File: config.mk
export PLATFORM = sky130hd
export DESIGN_NAME = apb_reg_slave
export DESIGN_NICKNAME = d
export VERILOG_FILES = /design/src/rtl/apb_pkg.sv /design/src/rtl/apb_reg_slave_regfile.sv /design/src/rtl/apb_reg_slave.sv
export SDC_FILE = /design/constraint.sdc
export NUM_CORES = 1
export LEC_CHECK = 0
export BUFFER_PORTS_ARGS = -buffer_cell sky130_fd_sc_hd__buf_4
export CAP_MARGIN = 20
export CORE_MARGIN = 5
export CORE_UTILIZATION = 28
export DETAILED_ROUTE_END_ITERATION = 7
export PLACE_DENSITY = 0.52
export SYNTH_ARGS = -nofsm -noshare
export SYNTH_HDL_FRONTEND = slang
export SYNTH_SLANG_ARGS = --single-unit
File: constraint.sdc
create_clock -name PCLK -period 6.5 [get_ports PCLK]
set_input_delay 0.65 -clock PCLK [delete_from_list [all_inputs] [get_ports PCLK]]
set_output_delay 0.65 -clock PCLK [all_outputs]
set_load 0.01 [all_outputs]
File: src/rtl/apb_pkg.sv
// Shared types and register map for the APB register slave.
// Offsets are word indices taken from PADDR[4:2].
package apb_pkg;

   localparam int ADDR_IDX_W = 3;
   localparam int CNT_W      = 4;

   typedef enum logic [1:0] {
      S_IDLE,
      S_WAIT,
      S_ACCESS
   } state_t;

   localparam logic [ADDR_IDX_W-1:0] IDX_REG0     = 3'd0;
   localparam logic [ADDR_IDX_W-1:0] IDX_REG1     = 3'd1;
   localparam logic [ADDR_IDX_W-1:0] IDX_REG2     = 3'd2;
   localparam logic [ADDR_IDX_W-1:0] IDX_REG3     = 3'd3;
   localparam logic [ADDR_IDX_W-1:0] IDX_ID       = 3'd4;
   localparam logic [ADDR_IDX_W-1:0] IDX_XFER_CNT = 3'd5;
   localparam logic [ADDR_IDX_W-1:0] IDX_UNMAP0   = 3'd6;

   localparam logic [31:0] ID_VALUE = 32'hA5B0_0001;

   // Writes to read-only words and any touch of the unmapped tail are errors.
   function automatic logic access_err(input logic [ADDR_IDX_W-1:0] idx, input logic write);
      return (idx >= IDX_UNMAP0) || (write && (idx == IDX_ID || idx == IDX_XFER_CNT));
   endfunction

endpackage

File: src/rtl/apb_reg_slave_regfile.sv
// Register storage and read decode: REG0..REG3, constant ID and the
// transfer counter. Writes to read-only or unmapped words are dropped here.
module apb_reg_slave_regfile
   import apb_pkg::*;
(
   input  logic                  clk_sys,
   input  logic                  rst_b,
   input  logic                  wr_en,
   input  logic                  inc_en,
   input  logic [ADDR_IDX_W-1:0] wr_idx,
   input  logic [31:0]           wr_data,
   input  logic [ADDR_IDX_W-1:0] rd_idx,
   output logic [31:0]           rd_data
);

   logic [31:0] regs [4];
   logic [31:0] xfer_cnt;

   always_ff @(posedge clk_sys or negedge rst_b) begin
      if (!rst_b) begin
         for (int i = 0; i < 4; i++) regs[i] <= '0;
      end else if (wr_en && wr_idx <= IDX_REG3) begin
         regs[wr_idx[1:0]] <= wr_data;
      end
   end

   always_ff @(posedge clk_sys or negedge rst_b) begin
      if (!rst_b) xfer_cnt <= '0;
      else if (inc_en) xfer_cnt <= xfer_cnt + 32'd1;
   end

   always_comb begin
      rd_data = '0;
      case (rd_idx)
         IDX_REG0, IDX_REG1, IDX_REG2, IDX_REG3: rd_data = regs[rd_idx[1:0]];
         IDX_ID:                                 rd_data = ID_VALUE;
         IDX_XFER_CNT:                           rd_data = xfer_cnt;
         default:                                rd_data = '0;
      endcase
   end

endmodule

File: src/rtl/apb_reg_slave.sv
// APB register slave with WAIT_CYCLES access-phase wait states.
// Define APB_REG_SLAVE_SLVERR_EN to report PSLVERR on illegal accesses.
//
// state    | meaning
// S_IDLE   | waiting for a setup phase (PSEL=1, PENABLE=0)
// S_WAIT   | wait-state down-counter running, abort if PSEL drops
// S_ACCESS | PREADY high for one cycle, write/count committed at its end
module apb_reg_slave
   import apb_pkg::*;
#(
   parameter int WAIT_CYCLES = 1
) (
   input  logic        PCLK,
   input  logic        PRESET,
   input  logic [31:0] PADDR,
   input  logic        PSEL,
   input  logic        PENABLE,
   input  logic        PWRITE,
   input  logic [31:0] PWDATA,
   output logic [31:0] PRDATA,
   output logic        PREADY,
   output logic        PSLVERR
);

   localparam logic [CNT_W-1:0] CNT_LOAD = (WAIT_CYCLES > 0) ? CNT_W'(WAIT_CYCLES - 1) : '0;

   state_t                state, state_nxt;
   logic [CNT_W-1:0]      cnt, cnt_nxt;
   logic                  capture;
   logic [ADDR_IDX_W-1:0] addr_q, cur_idx;
   logic                  write_q;
   logic [31:0]           wdata_q, rd_data;
   logic                  commit;
   logic                  unused_addr;

   assign unused_addr = ^{PADDR[31:5], PADDR[1:0]};

   always_comb begin
      state_nxt = state;
      cnt_nxt   = cnt;
      capture   = 1'b0;
      case (state)
         S_IDLE: begin
            if (PSEL && !PENABLE) begin
               capture   = 1'b1;
               cnt_nxt   = CNT_LOAD;
               state_nxt = (WAIT_CYCLES > 0) ? S_WAIT : S_ACCESS;
            end
         end
         S_WAIT: begin
            if (!PSEL) begin
               state_nxt = S_IDLE;
            end else if (PENABLE) begin
               if (cnt == '0) state_nxt = S_ACCESS;
               else           cnt_nxt   = cnt - 1'b1;
            end
         end
         S_ACCESS: state_nxt = S_IDLE;
         default:  state_nxt = S_IDLE;
      endcase
   end

   // With zero wait states ACCESS follows setup directly, so decode from the live bus.
   assign cur_idx = capture ? PADDR[4:2] : addr_q;
   assign commit  = (state == S_ACCESS);

   always_ff @(posedge PCLK or negedge PRESET) begin
      if (!PRESET) begin
         state   <= S_IDLE;
         cnt     <= '0;
         addr_q  <= '0;
         write_q <= 1'b0;
         wdata_q <= '0;
         PREADY  <= 1'b0;
         PRDATA  <= '0;
      end else begin
         state  <= state_nxt;
         cnt    <= cnt_nxt;
         PREADY <= (state_nxt == S_ACCESS);
         PRDATA <= (state_nxt == S_ACCESS) ? rd_data : '0;
         if (capture) begin
            addr_q  <= PADDR[4:2];
            write_q <= PWRITE;
            wdata_q <= PWDATA;
         end
      end
   end

`ifdef APB_REG_SLAVE_SLVERR_EN
   logic cur_write;
   assign cur_write = capture ? PWRITE : write_q;

   always_ff @(posedge PCLK or negedge PRESET) begin
      if (!PRESET) PSLVERR <= 1'b0;
      else         PSLVERR <= (state_nxt == S_ACCESS) && access_err(cur_idx, cur_write);
   end
`else
   assign PSLVERR = 1'b0;
`endif

   apb_reg_slave_regfile u_regfile (
      .clk_sys (PCLK),
      .rst_b   (PRESET),
      .wr_en   (commit && write_q),
      .inc_en  (commit),
      .wr_idx  (addr_q),
      .wr_data (wdata_q),
      .rd_idx  (cur_idx),
      .rd_data (rd_data)
   );

endmodule

# Word level (Yosys, flattened, before mapping)
# Cells that the tools add are included.
[totals]
regBits = 235
output_inout_bits = 34
elab_cells = 64
[classes]
add_sub_neg = 2
order_cmp = 4
n_eq_ne = 12
mux = 21
bitwise_logic = 2
reduce_logical = 11
[op_table]
columns = ["operator", "count"]
rows = [
  ["128-bit bitwise mux", 1],
  ["32-bit two-way mux", 4],
  ["32-bit case mux with 3 select lines", 1],
  ["32-bit binary-select mux with 2-bit select", 1],
  ["32-bit demux with 2-bit select", 1],
  ["32-bit by 1-bit adder with 32-bit output (second input constant)", 1],
  ["4-bit two-way mux", 4],
  ["2-bit two-way mux", 4],
  ["2-bit inequality test (second input constant)", 4],
  ["4-bit case mux with 2 select lines", 1],
  ["3-bit by 2-bit == test with 1-bit output (second input constant)", 2],
  ["3-bit == test (second input constant)", 2],
  ["3-bit greater-or-equal comparator (second input constant)", 2],
  ["2-bit inverter with 3-bit output", 2],
  ["5-bit AND reduction", 1],
  ["2-bit == test (second input constant)", 2],
  ["1-bit logical AND", 4],
  ["4-bit logical NOT", 1],
  ["2-bit case mux with 2 select lines", 1],
  ["4-bit OR reduction", 1],
  ["4-bit by 1-bit subtractor with 4-bit output (second input constant)", 1],
  ["3-bit by 1-bit == test with 1-bit output (second input constant)", 1],
  ["3-bit by 2-bit <= comparator with 1-bit output (second input constant)", 1],
  ["3-bit logical NOT", 1],
  ["7 further kinds", 8],
]

# Logic depth before layout (Yosys ltp)
# Gate-level depths: netlist (run 1).
[depth]
ltp_word = 11
ltp_mapped = 9

# Hierarchy
# From an unflattened synthesis (run 1), not the netlist that was laid out.
[unflattened]
hier_cells = 678
area_unflattened_um2 = 10142.2
[by_module_without_submodules]
columns = ["mod", "n_inst", "cells_per_inst", "area_per_inst_um2"]
rows = [
  ["apb_reg_slave_regfile", 1, 498, 7377.1],
  ["apb_reg_slave", 1, 180, 2765.2],
]

# Worst setup path after synthesis (run 1)
# OpenSTA, ideal clock, no wires.
[synth_timing]
path_kind = "input port to flip-flop"
from = "input port PENABLE"
to = "register PRDATA[10]"
setup_ns = 0.132
arrival_ns = 2.220
required_ns = 6.368
setup_slack_ns = 4.148
stages = 6
n_path_buf = 1
cell_sequence = "nor4b_4 mux2i_1 clkbuf_1 mux2_2 a222oi_1 nor2_1"
[synth_via]
elab_chain_cells = 11
word_cells_on_any_way = 23
cone_classes = "eq/ne (6); mux (12); bitwise (1); reduce/logical (4)"
[synth_rtl]
columns = ["element", "line_no", "rtl"]
rows = [
  ["from (decl)", "apb_reg_slave.sv:17", "input logic PENABLE,"],
  ["1-bit logical NOT", "apb_reg_slave.sv:44", "if (PSEL && !PENABLE) begin"],
  ["1-bit logical AND", "apb_reg_slave.sv:44", ""],
  ["1-bit two-way mux", "apb_reg_slave.sv:44", ""],
  ["1-bit two-way mux", "apb_reg_slave.sv:42", "case (state)"],
  ["3-bit two-way mux", "n/a", ""],
  ["2-bit inverter with 3-bit output (not written as such)", "apb_reg_slave_regfile.sv:35", "IDX_REG0, IDX_REG1, IDX_REG2, IDX_REG3: rd_data = regs[rd_idx[1:0]];"],
  ["32-bit binary-select mux with 2-bit select", "apb_reg_slave_regfile.sv:35", ""],
  ["32-bit two-way mux (not written as such) (2 in a row)", "apb_reg_slave_regfile.sv:35", ""],
  ["32-bit case mux with 3 select lines", "apb_reg_slave_regfile.sv:34", "case (rd_idx)"],
  ["32-bit two-way mux (*)", "apb_reg_slave.sv:80", "PRDATA <= (state_nxt == S_ACCESS) ? rd_data : '0;"],
  ["to (signal assigned)", "apb_reg_slave.sv:80", ""],
  ["to (decl)", "apb_reg_slave.sv:20", "output logic [31:0] PRDATA,"],
]
# Mark *: on every way between the ends. The rest lies on a longest branch, timed or not. The select of a mux whose other input is x is not followed.
# A chain may end at the register's enable or synchronous reset.

# Worst setup path in the final report (run 1)
[layout_timing]
from = "register state[0]"
to = "register PRDATA[20]"
[layout_via]
elab_chain_cells = 9
word_cells_on_any_way = 23
cone_classes = "eq/ne (7); mux (12); bitwise (1); reduce/logical (3)"
[layout_rtl]
columns = ["element", "line_no", "rtl"]
rows = [
  ["from (decl)", "apb_reg_slave.sv:27", "state_t state, state_nxt;"],
  ["from (signal assigned)", "apb_reg_slave.sv:77", "state <= state_nxt;"],
  ["2-bit logical NOT", "apb_reg_slave.sv:42", ""],
  ["1-bit two-way mux", "apb_reg_slave.sv:42", ""],
  ["3-bit two-way mux", "n/a", ""],
  ["2-bit inverter with 3-bit output (not written as such)", "apb_reg_slave_regfile.sv:35", ""],
  ["32-bit binary-select mux with 2-bit select", "apb_reg_slave_regfile.sv:35", ""],
  ["32-bit two-way mux (not written as such) (2 in a row)", "apb_reg_slave_regfile.sv:35", ""],
  ["32-bit case mux with 3 select lines", "apb_reg_slave_regfile.sv:34", ""],
  ["32-bit two-way mux (*)", "apb_reg_slave.sv:80", ""],
]
# Marked as above.

==> flow_metrics.tcl, run 1 <==
set metrics [dict create \
    status "completed" \
    routed_via_density 4.648 \
    netlist_area_mm2 0.009927 \
    grt_pass1_wl_mm 36.49 \
    area_growth_syn_to_layout_pct 19.35 \
    ant_nets 0 \
    grt_pass1_vias 6306 \
    clock_latency_ns 0.54 \
    cp_data_arrival_time_ns 3.77 \
    die_h_um 198.3 \
    rsz0062_at_grt "no" \
    period_share_pct 52.09 \
    cts_tree "done" \
    place_hpwl_mm 13.78 \
    fin_ws_ns 3.114 \
    cts_resized 0 \
    pre_cts_slack_ns 2.815 \
    drive_gt1_share_pct 42.75 \
    setup_viol 0 \
    antenna_cells 0 \
    clockBufferDepth 3 \
    synth-warning-count 0 \
    num-nets-final 838 \
    crit_fanout 34 \
    n_fill_cell 3461 \
    setup_tns_ns 0 \
    cts_root_buffer "clkbuf_16" \
    synthesis.nets 765 \
    port_buffers 72 \
    yosysUniqueCellTypes 41 \
    core_region_area_mm2 0.03531 \
    cts_hold_buf 0 \
    worst_pin_slew_ns 1.001 \
    postSynthAreaPerCell_um2 14.32 \
    drtIter0Drc 317 \
    hold_viol_final 0 \
    path_class "flip-flop to flip-flop" \
    vias 5796 \
    max_slew_margin_pct 33.09 \
    drv_cap 0 \
    ios 103 \
    powerDensity_mw_per_mm2 333.2 \
    initial_core_util_pct 28.11 \
    period_minus_slack_ns 3.386 \
    place.gp.congestion 0.7336 \
    cp-start-kind "flip-flop" \
    grtUsageTotal_pct 11.60 \
    die_width_um 198.3 \
    fin_util_pct 33.55 \
    end_kind "flip-flop" \
    clock-sinks 235 \
    max_freq_mhz 295.3 \
    wl_per_cell_um 18.11 \
    num_rows 69 \
    clock-skew-final_ns 0.01370 \
    htree_levels 1 \
    ys_seq_elements 235 \
    ir_drop_uv 205.5 \
    globalRoute.totalOverflow 0 \
    cts_setup_buffers 0 \
    dieArea_mm2 0.03932 \
    cp.required_ns 6.88 \
    clkTransAtPathRegs_ns 0.07 \
    drcViolationCount 0 \
    wl_mm 22.59 \
    grt_start_max_net_pins 129 \
    syn_inst 693 \
    antenna_found_initial 0 \
    seq_area_frac_synth_pct 59.24 \
    p_total_mw 3.948 \
    holdCritPathClass "input port to asynchronous set/reset pin" \
    slew_viol_final 0 \
    cts_buffers 27 \
    static-leakage-power_nw 5.638 \
    first_pass_iters 5 \
]
report_power, final:
part | internal (mW) | switching [mW]
registers | 1.69 | 0.177
logic | 0.321 | 0.299
clock network | 0.859 | 0.604
total | 2.87 | 1.08
synth_stat cells:
master | n | area (um2)
nor3b_2 | 1 | 12.51
nor4_2 | 1 | 12.51
nand2_1 | 23 | 86.33
nand2b_1 | 1 | 6.260
buf_6 | 2 | 22.52
mux2_1 | 10 | 112.6
nor4b_4 | 1 | 23.77
or3b_2 | 2 | 17.52
nand3b_1 | 4 | 30.03
o22ai_1 | 1 | 6.260
buf_4 | 3 | 22.52
nand4b_1 | 1 | 8.760
o21ai_0 | 8 | 40.04
xnor2_1 | 27 | 236.5
mux2i_1 | 18 | 180.2
a21boi_1 | 1 | 7.510
nor4b_1 | 1 | 8.760
and2_1 | 2 | 12.51
xor2_1 | 6 | 52.55
nor2b_1 | 4 | 25.02
a221oi_1 | 8 | 70.07
nor3b_1 | 1 | 7.510
ha_1 | 3 | 37.54
nor2_1 | 31 | 116.4
nor3_1 | 2 | 10.01
a21boi_0 | 1 | 7.510
conb_1 | 1 | 3.750
nand4_1 | 6 | 37.54
dfrtp_1 | 235 | 5881
or3_1 | 1 | 6.260
buf_2 | 12 | 60.06
mux2_2 | 201 | 2263
clkbuf_1 | 15 | 56.30
a21boi_2 | 1 | 11.26
and4_1 | 5 | 43.79
inv_1 | 3 | 11.26
buf_1 | 6 | 22.52
a22o_1 | 2 | 17.52
a222oi_1 | 24 | 240.2
and3_1 | 7 | 43.79
nand3_1 | 11 | 55.05
metrics by stage:
step	hold WS, ns	cell area [um2]	std cells
3_5_place_dp	0.4681	10990	1198
4_1_cts	0.2036	11850	1247
3_3_place_gp	0.4614	10990	1198
6_report	0.1329	11850	1247
2_1_floorplan	0.3544	9927	693
5_1_grt	0.2254	11850	1247
cells by family after synthesis:
group	count (synthesis)	share of synthesized area, %
other cells	1	0.03778
mux	229	25.75
fa+ha+maj	3	0.3782
buf+inv	41	1.966
compound gates	46	4.033
simple gates	105	5.684
flops	235	59.24
xor+xnor	33	2.912
worst max-delay path, stage by stage, from the launching register on:
cell and delay, ns:
dfrtp_1 0.51, nor4b_4 0.42, mux2i_4 0.78, buf_4 0.59, buf_4 0.37, mux2i_1 0.11, a221oi_1 0.43
sequential cells by signal (all words and copies together) (netlist names):
signal	cells
write_q	1
u_regfile.xfer_cnt	32
PREADY	1
u_regfile.regs	128
cnt	4
PRDATA	32
wdata_q	32
addr_q	3
state	2
routing by layer:
| metal | track usage [%] | up-vias | part of all wire, % |
|---|---|---|---|
| li1 | - | 2673 | - |
| met3 | 1.991 | 29 | 4.7 |
| met4 | 2.907 | 0 | 1.9 |
| met1 | 16.48 | 2988 | 48 |
| met2 | 18.54 | 106 | 46 |
| met5 | 0 | - | 0 |
final timing paths:
| check | from | end | slack (ns) | depth (start not counted) |
|---|---|---|---|---|
| worst min-delay path | PRESET | PRDATA[9] | 0.13 | 1 |
| worst max-delay path | state[0] | PRDATA[20] | 3.11 | 6 |
| worst max register to register | state[0] | PRDATA[20] | 3.11 | 6 |
| worst min register to register | u_regfile.xfer_cnt[31] | u_regfile.xfer_cnt[31] | 0.49 | 1 |
| max in group asynchronous | PRESET | u_regfile.regs[21] | 5.18 | 2 |
| min in group PCLK | PWDATA[2] | wdata_q[2] | 0.35 | 2 |
placed cells by master (no fill, tap or decap), drive strengths merged, types with 5 or more instances in the layout:
cell	Yosys	layout
dfrtp	235	235
mux2	211	211
buf	23	82
clkbuf	15	37
nor2	31	31
xnor2	27	27
a222oi	24	24
nand2	23	23
mux2i	18	18
nand3	11	11
clkinv	0	9
o21ai	8	8
a221oi	8	8
and3	7	7
xor2	6	6
nand4	6	6
and4	5	5
inv	3	5
layout make-up:
type | instances | area [um2] | share of cell area (%)
Multi-Input combinational cell | 417 | 3887 | 32.81
Timing Repair Buffer | 82 | 635.6 | 5.365
Clock buffer | 37 | 763.2 | 6.442
Tap cell | 461 | 576.8 | 4.869
Sequential cell | 235 | 5881 | 49.64
Inverter | 3 | 11.26 | 0.09505
Clock inverter | 12 | 92.59 | 0.7815
No activity file was read; power rests on OpenSTA's default activity.
==> inputs of run 2 (changes only) <==
clock period = 3.2 ns   (was 6.5 ns; I/O delays follow)
==> flow_metrics.tcl, run 2 (synthesis gave the netlist of run 1 again) <==
set metrics [dict create \
    cp-start-kind "flip-flop" \
    cp_data_arrival_time_ns 3.14 \
    ff2ff_setup_slack_ns 0.45 \
    max_freq_mhz 363.7 \
    grtUsageTotal_pct 11.53 \
    place_hpwl_mm 14.59 \
    htree_levels 1 \
    place.gp.congestion 0.7129 \
    ir_drop_uv 352.6 \
    period_share_pct 85.91 \
    holdCritPathClass "input port to flip-flop" \
    clockBufferDepth 3 \
    num_rows 69 \
    routed_via_density 4.564 \
    clock-sinks 235 \
    clock_latency_ns 0.52 \
    drv_cap 0 \
    path_class "flip-flop to flip-flop" \
    ios 103 \
    status "completed" \
    globalRoute.totalOverflow 0 \
    drcViolationCount 0 \
    largest_register "u_regfile.regs" \
    max_slew_margin_pct 39.36 \
    clkTransAtPathRegs_ns 0.06 \
    drtIter0Drc 332 \
    period_minus_slack_ns 2.749 \
    first_pass_iters 5 \
    cts_buffers 27 \
    cts_hold_buf 3 \
    setup_tns_ns 0 \
    dieArea_mm2 0.03932 \
    die_width_um 198.3 \
    num-nets-final 857 \
    clock-skew-final_ns 0.01231 \
    grt_pass1_wl_mm 36.36 \
    wl_per_cell_um 17.63 \
    static-leakage-power_nw 5.772 \
    area_growth_syn_to_layout_pct 22.07 \
    crit_fanout 35 \
    slew_viol_final 0 \
    drive_gt1_share_pct 43.78 \
    layout_common_cells "dfrtp_1 (235), mux2_2 (201), buf_4 (93)" \
    cp.required_ns 3.59 \
    setup_viol 0 \
    powerDensity_mw_per_mm2 688.3 \
    die_h_um 198.3 \
    initial_core_util_pct 28.11 \
    end_kind "flip-flop" \
    holdWs_ns 0.02780 \
    cts_setup_buffers 0 \
    wl_mm 22.32 \
    port_buffers 72 \
    worst_pin_slew_ns 0.9054 \
    rsz0062_at_grt "no" \
    cts_tree "done" \
    ant_nets 0 \
    antenna_found_initial 1 \
    vias 5778 \
    grt_start_max_net_pins 74 \
    cts_resized 0 \
    cts_root_buffer "clkbuf_16" \
    grt_pass1_vias 6370 \
    largest_reg_flops 128 \
    core_region_area_mm2 0.03531 \
    hold_viol_final 0 \
    final_common_cell "dfrtp_1" \
]
## run 2: cell types whose count changed in the layout (fill, tap and decap cells not counted), moves of 2 or more
cell / previous run / this run
buf_12: 1 / 4
buf_4: 80 / 93
bufinv_16: 1 / 4
inv_6: 2 / 0
dlygate4sd3_1: 0 / 3
clkinv_2: 9 / 4
clkbuf_8: 5 / 8
## run 2: layer usage
metal	vias to the layer above	wire [um]	track usage, %
met2	99	10250	18.31
met5	-	0	0
met1	2945	10610	16.18
li1	2705	-	-
met3	29	997	2.195
met4	0	459	3.213
## run 2: layout make-up
cell class,count,area (um2)
tap,461,576.8
antenna,1,2.502
timing repair buffer,101,823.3
fill,3472,23190
multi-input combinational,417,3875
inverter,3,11.26
clock inverter,9,147.6
sequential,235,5881
clock buffer,39,800.8
## run 2: critical path, stage by stage (launching register included)
cell and delay (ns):
dfrtp_1 0.49, nor4b_4 0.40, buf_4 0.31, mux2i_4 0.33
buf_12 0.28, mux2_1 0.35, a222oi_1 0.34, nor2_1 0.10
## run 2: path summary, 6_finish.rpt
| path | start | to | depth (start not counted) |
|---|---|---|---|
| worst min register to register | u_regfile.xfer_cnt[31] | u_regfile.xfer_cnt[31] | 1 |
| max in group asynchronous | PRESET | u_regfile.regs[126] | 3 |
| worst min-delay path | PWDATA[18] | wdata_q[18] | 2 |
| worst max register to register | state[0] | PRDATA[16] | 7 |
| min in group asynchronous | PRESET | wdata_q[6] | 2 |
| worst max-delay path | state[0] | PRDATA[16] | 7 |
## run 2: where the power goes
part | internal (mW) | switching, mW | leakage (nW)
Combinational | 0.700 | 0.606 | 2.13
Clock | 2.04 | 1.20 | 0.467
Sequential | 3.43 | 0.364 | 3.18
## run 2: metrics by stage
stage	instances	total power, mW	worst slack (ns)	util (%)	cell area (um2)
after floorplan	693	4.671	0.9573	-	9927
after global placement	1214	5.146	0.3938	31.54	11140
after detailed placement	1214	5.174	0.4105	31.54	11140
after CTS	1265	8.475	0.3937	34.31	12120
after global routing	1266	8.774	0.2627	34.32	12120
final	1266	8.341	0.4508	34.32	12120
==> inputs of run 3 (changes only) <==
MAX_ROUTING_LAYER = met4   (was default)
==> flow_metrics.tcl, run 3 (synthesis gave the netlist of run 1 again) <==
set metrics [dict create \
    status "completed" \
    area_growth_syn_to_layout_pct 22.07 \
    grt_pass1_wl_mm 36.43 \
    period_minus_slack_ns 2.753 \
    ir_drop_uv 353.2 \
    htree_levels 1 \
    place.gp.congestion 0.7211 \
    drv_cap 0 \
    path_class "flip-flop to flip-flop" \
    final_common_cell "dfrtp_1" \
    end_kind "flip-flop" \
    wl_mm 22.39 \
    dieArea_mm2 0.03932 \
    largest_reg_flops 128 \
    port_buffers 72 \
    cts_root_buffer "clkbuf_16" \
    fin_cells 1266 \
    holdCritPathClass "input port to flip-flop" \
    antenna_found_initial 1 \
    cts_tree "done" \
    max_slew_margin_pct 38.19 \
    n_fill_cell 3472 \
    crit_fanout 15 \
    worst_pin_slew_ns 0.9229 \
    slew_viol_final 0 \
    hold_viol_final 0 \
    die_width_um 198.3 \
    drcViolationCount 0 \
    cts_buffers 27 \
    clkTransAtPathRegs_ns 0.06 \
    clock_latency_ns 0.52 \
    globalRoute.totalOverflow 0 \
    top_usage_layer "met2" \
    wl_per_cell_um 17.68 \
    max_freq_mhz 363.3 \
    clock-skew-final_ns 0.01347 \
    pre_cts_slack_ns 0.4105 \
    die_h_um 198.3 \
    num-nets-final 857 \
    cts_resized 0 \
    cp.required_ns 3.63 \
    ios 103 \
    grtUsageMet1_pct 16.39 \
    clock-sinks 235 \
    place_hpwl_mm 14.59 \
    period_share_pct 86.02 \
    drtIter0Drc 377 \
    routed_via_density 4.590 \
    setup_viol 0 \
    dp.cells 1214 \
    hold_start "PWDATA[18]" \
    initial_core_util_pct 28.11 \
    grt_pass1_vias 6348 \
    fin_ws_ns 0.4472 \
    static-leakage-power_nw 5.772 \
    setup_tns_ns 0 \
    rsz0062_at_grt "no" \
    powerDensity_mw_per_mm2 688.5 \
    drive_gt1_share_pct 43.78 \
    num_rows 69 \
    startpoint "state[0]" \
    grt_util_met3_pct 1.940 \
    largest_register "u_regfile.regs" \
    ant_nets 0 \
    cp_data_arrival_time_ns 3.18 \
    reg2reg_from "state[0]" \
    layout_common_cells "dfrtp_1 (235), mux2_2 (201), buf_4 (93)" \
    core_region_area_mm2 0.03531 \
    met2_usage_pct 18.31 \
    first_pass_iters 4 \
    grtUsageTotal_pct 11.89 \
    clockBufferDepth 3 \
    grt_start_max_net_pins 74 \
    vias 5811 \
    cp-start-kind "flip-flop" \
]
## run 3: layout make-up
class                           count  area (um2)  area share, %
Antenna cell                        1       2.502        0.02065
Clock buffer                       39       800.8          6.608
Clock inverter                      9       147.6          1.218
Inverter                            3       11.26        0.09293
Multi-Input combinational cell    417        3875          31.98
Sequential cell                   235        5881          48.53
Tap cell                          461       576.8          4.760
Timing Repair Buffer              101       823.3          6.794
## run 3: where the power goes
part           internal, mW  switching (mW)  total (mW)
combinational         0.700           0.605        1.30
sequential             3.43           0.365        3.79
clock                  2.04            1.20        3.24
total                  6.17            2.17        8.34
## run 3: metrics by stage
step,utilization (%),total power [mW],area (um2),hold slack [ns]
after floorplan,-,4.671,9927,0.02441
after global placement,31.54,5.146,11140,0.3392
after detailed placement,31.54,5.174,11140,0.3356
after CTS,34.31,8.475,12120,0.0008971
after global routing,34.32,8.777,12120,0.01176
final,34.32,8.343,12120,0.02741
## run 3: final timing paths
check	cells past startpoint	end	slack, ns
worst min-delay path	2	wdata_q[18]	0.03
worst min register to register	1	u_regfile.xfer_cnt[31]	0.48
min in group asynchronous	2	wdata_q[6]	0.38
worst max-delay path	6	PRDATA[8]	0.45
max in group asynchronous	3	u_regfile.regs[126]	1.99
worst max register to register	6	PRDATA[8]	0.45
## run 3: repair_timing
item,CTS,global route
hold buffers,3,0
hold endpoints to repair,72,0
setup buffers,0,0
## run 3: per-layer routing
metal  part of all wire, %  up-vias
li1                      -     2707
met1                    48     2971
met2                    46      105
met3                   4.1       28
met4                   1.9        0
met5                     0        -
## run 3: worst max-delay path: stages (launching register included)
cell	delay, ns
dfrtp_1	0.49
nor4b_4	0.40
mux2_2	0.45
nor2b_2	0.74
buf_4	0.33
a222oi_1	0.09
nor2_1	0.16
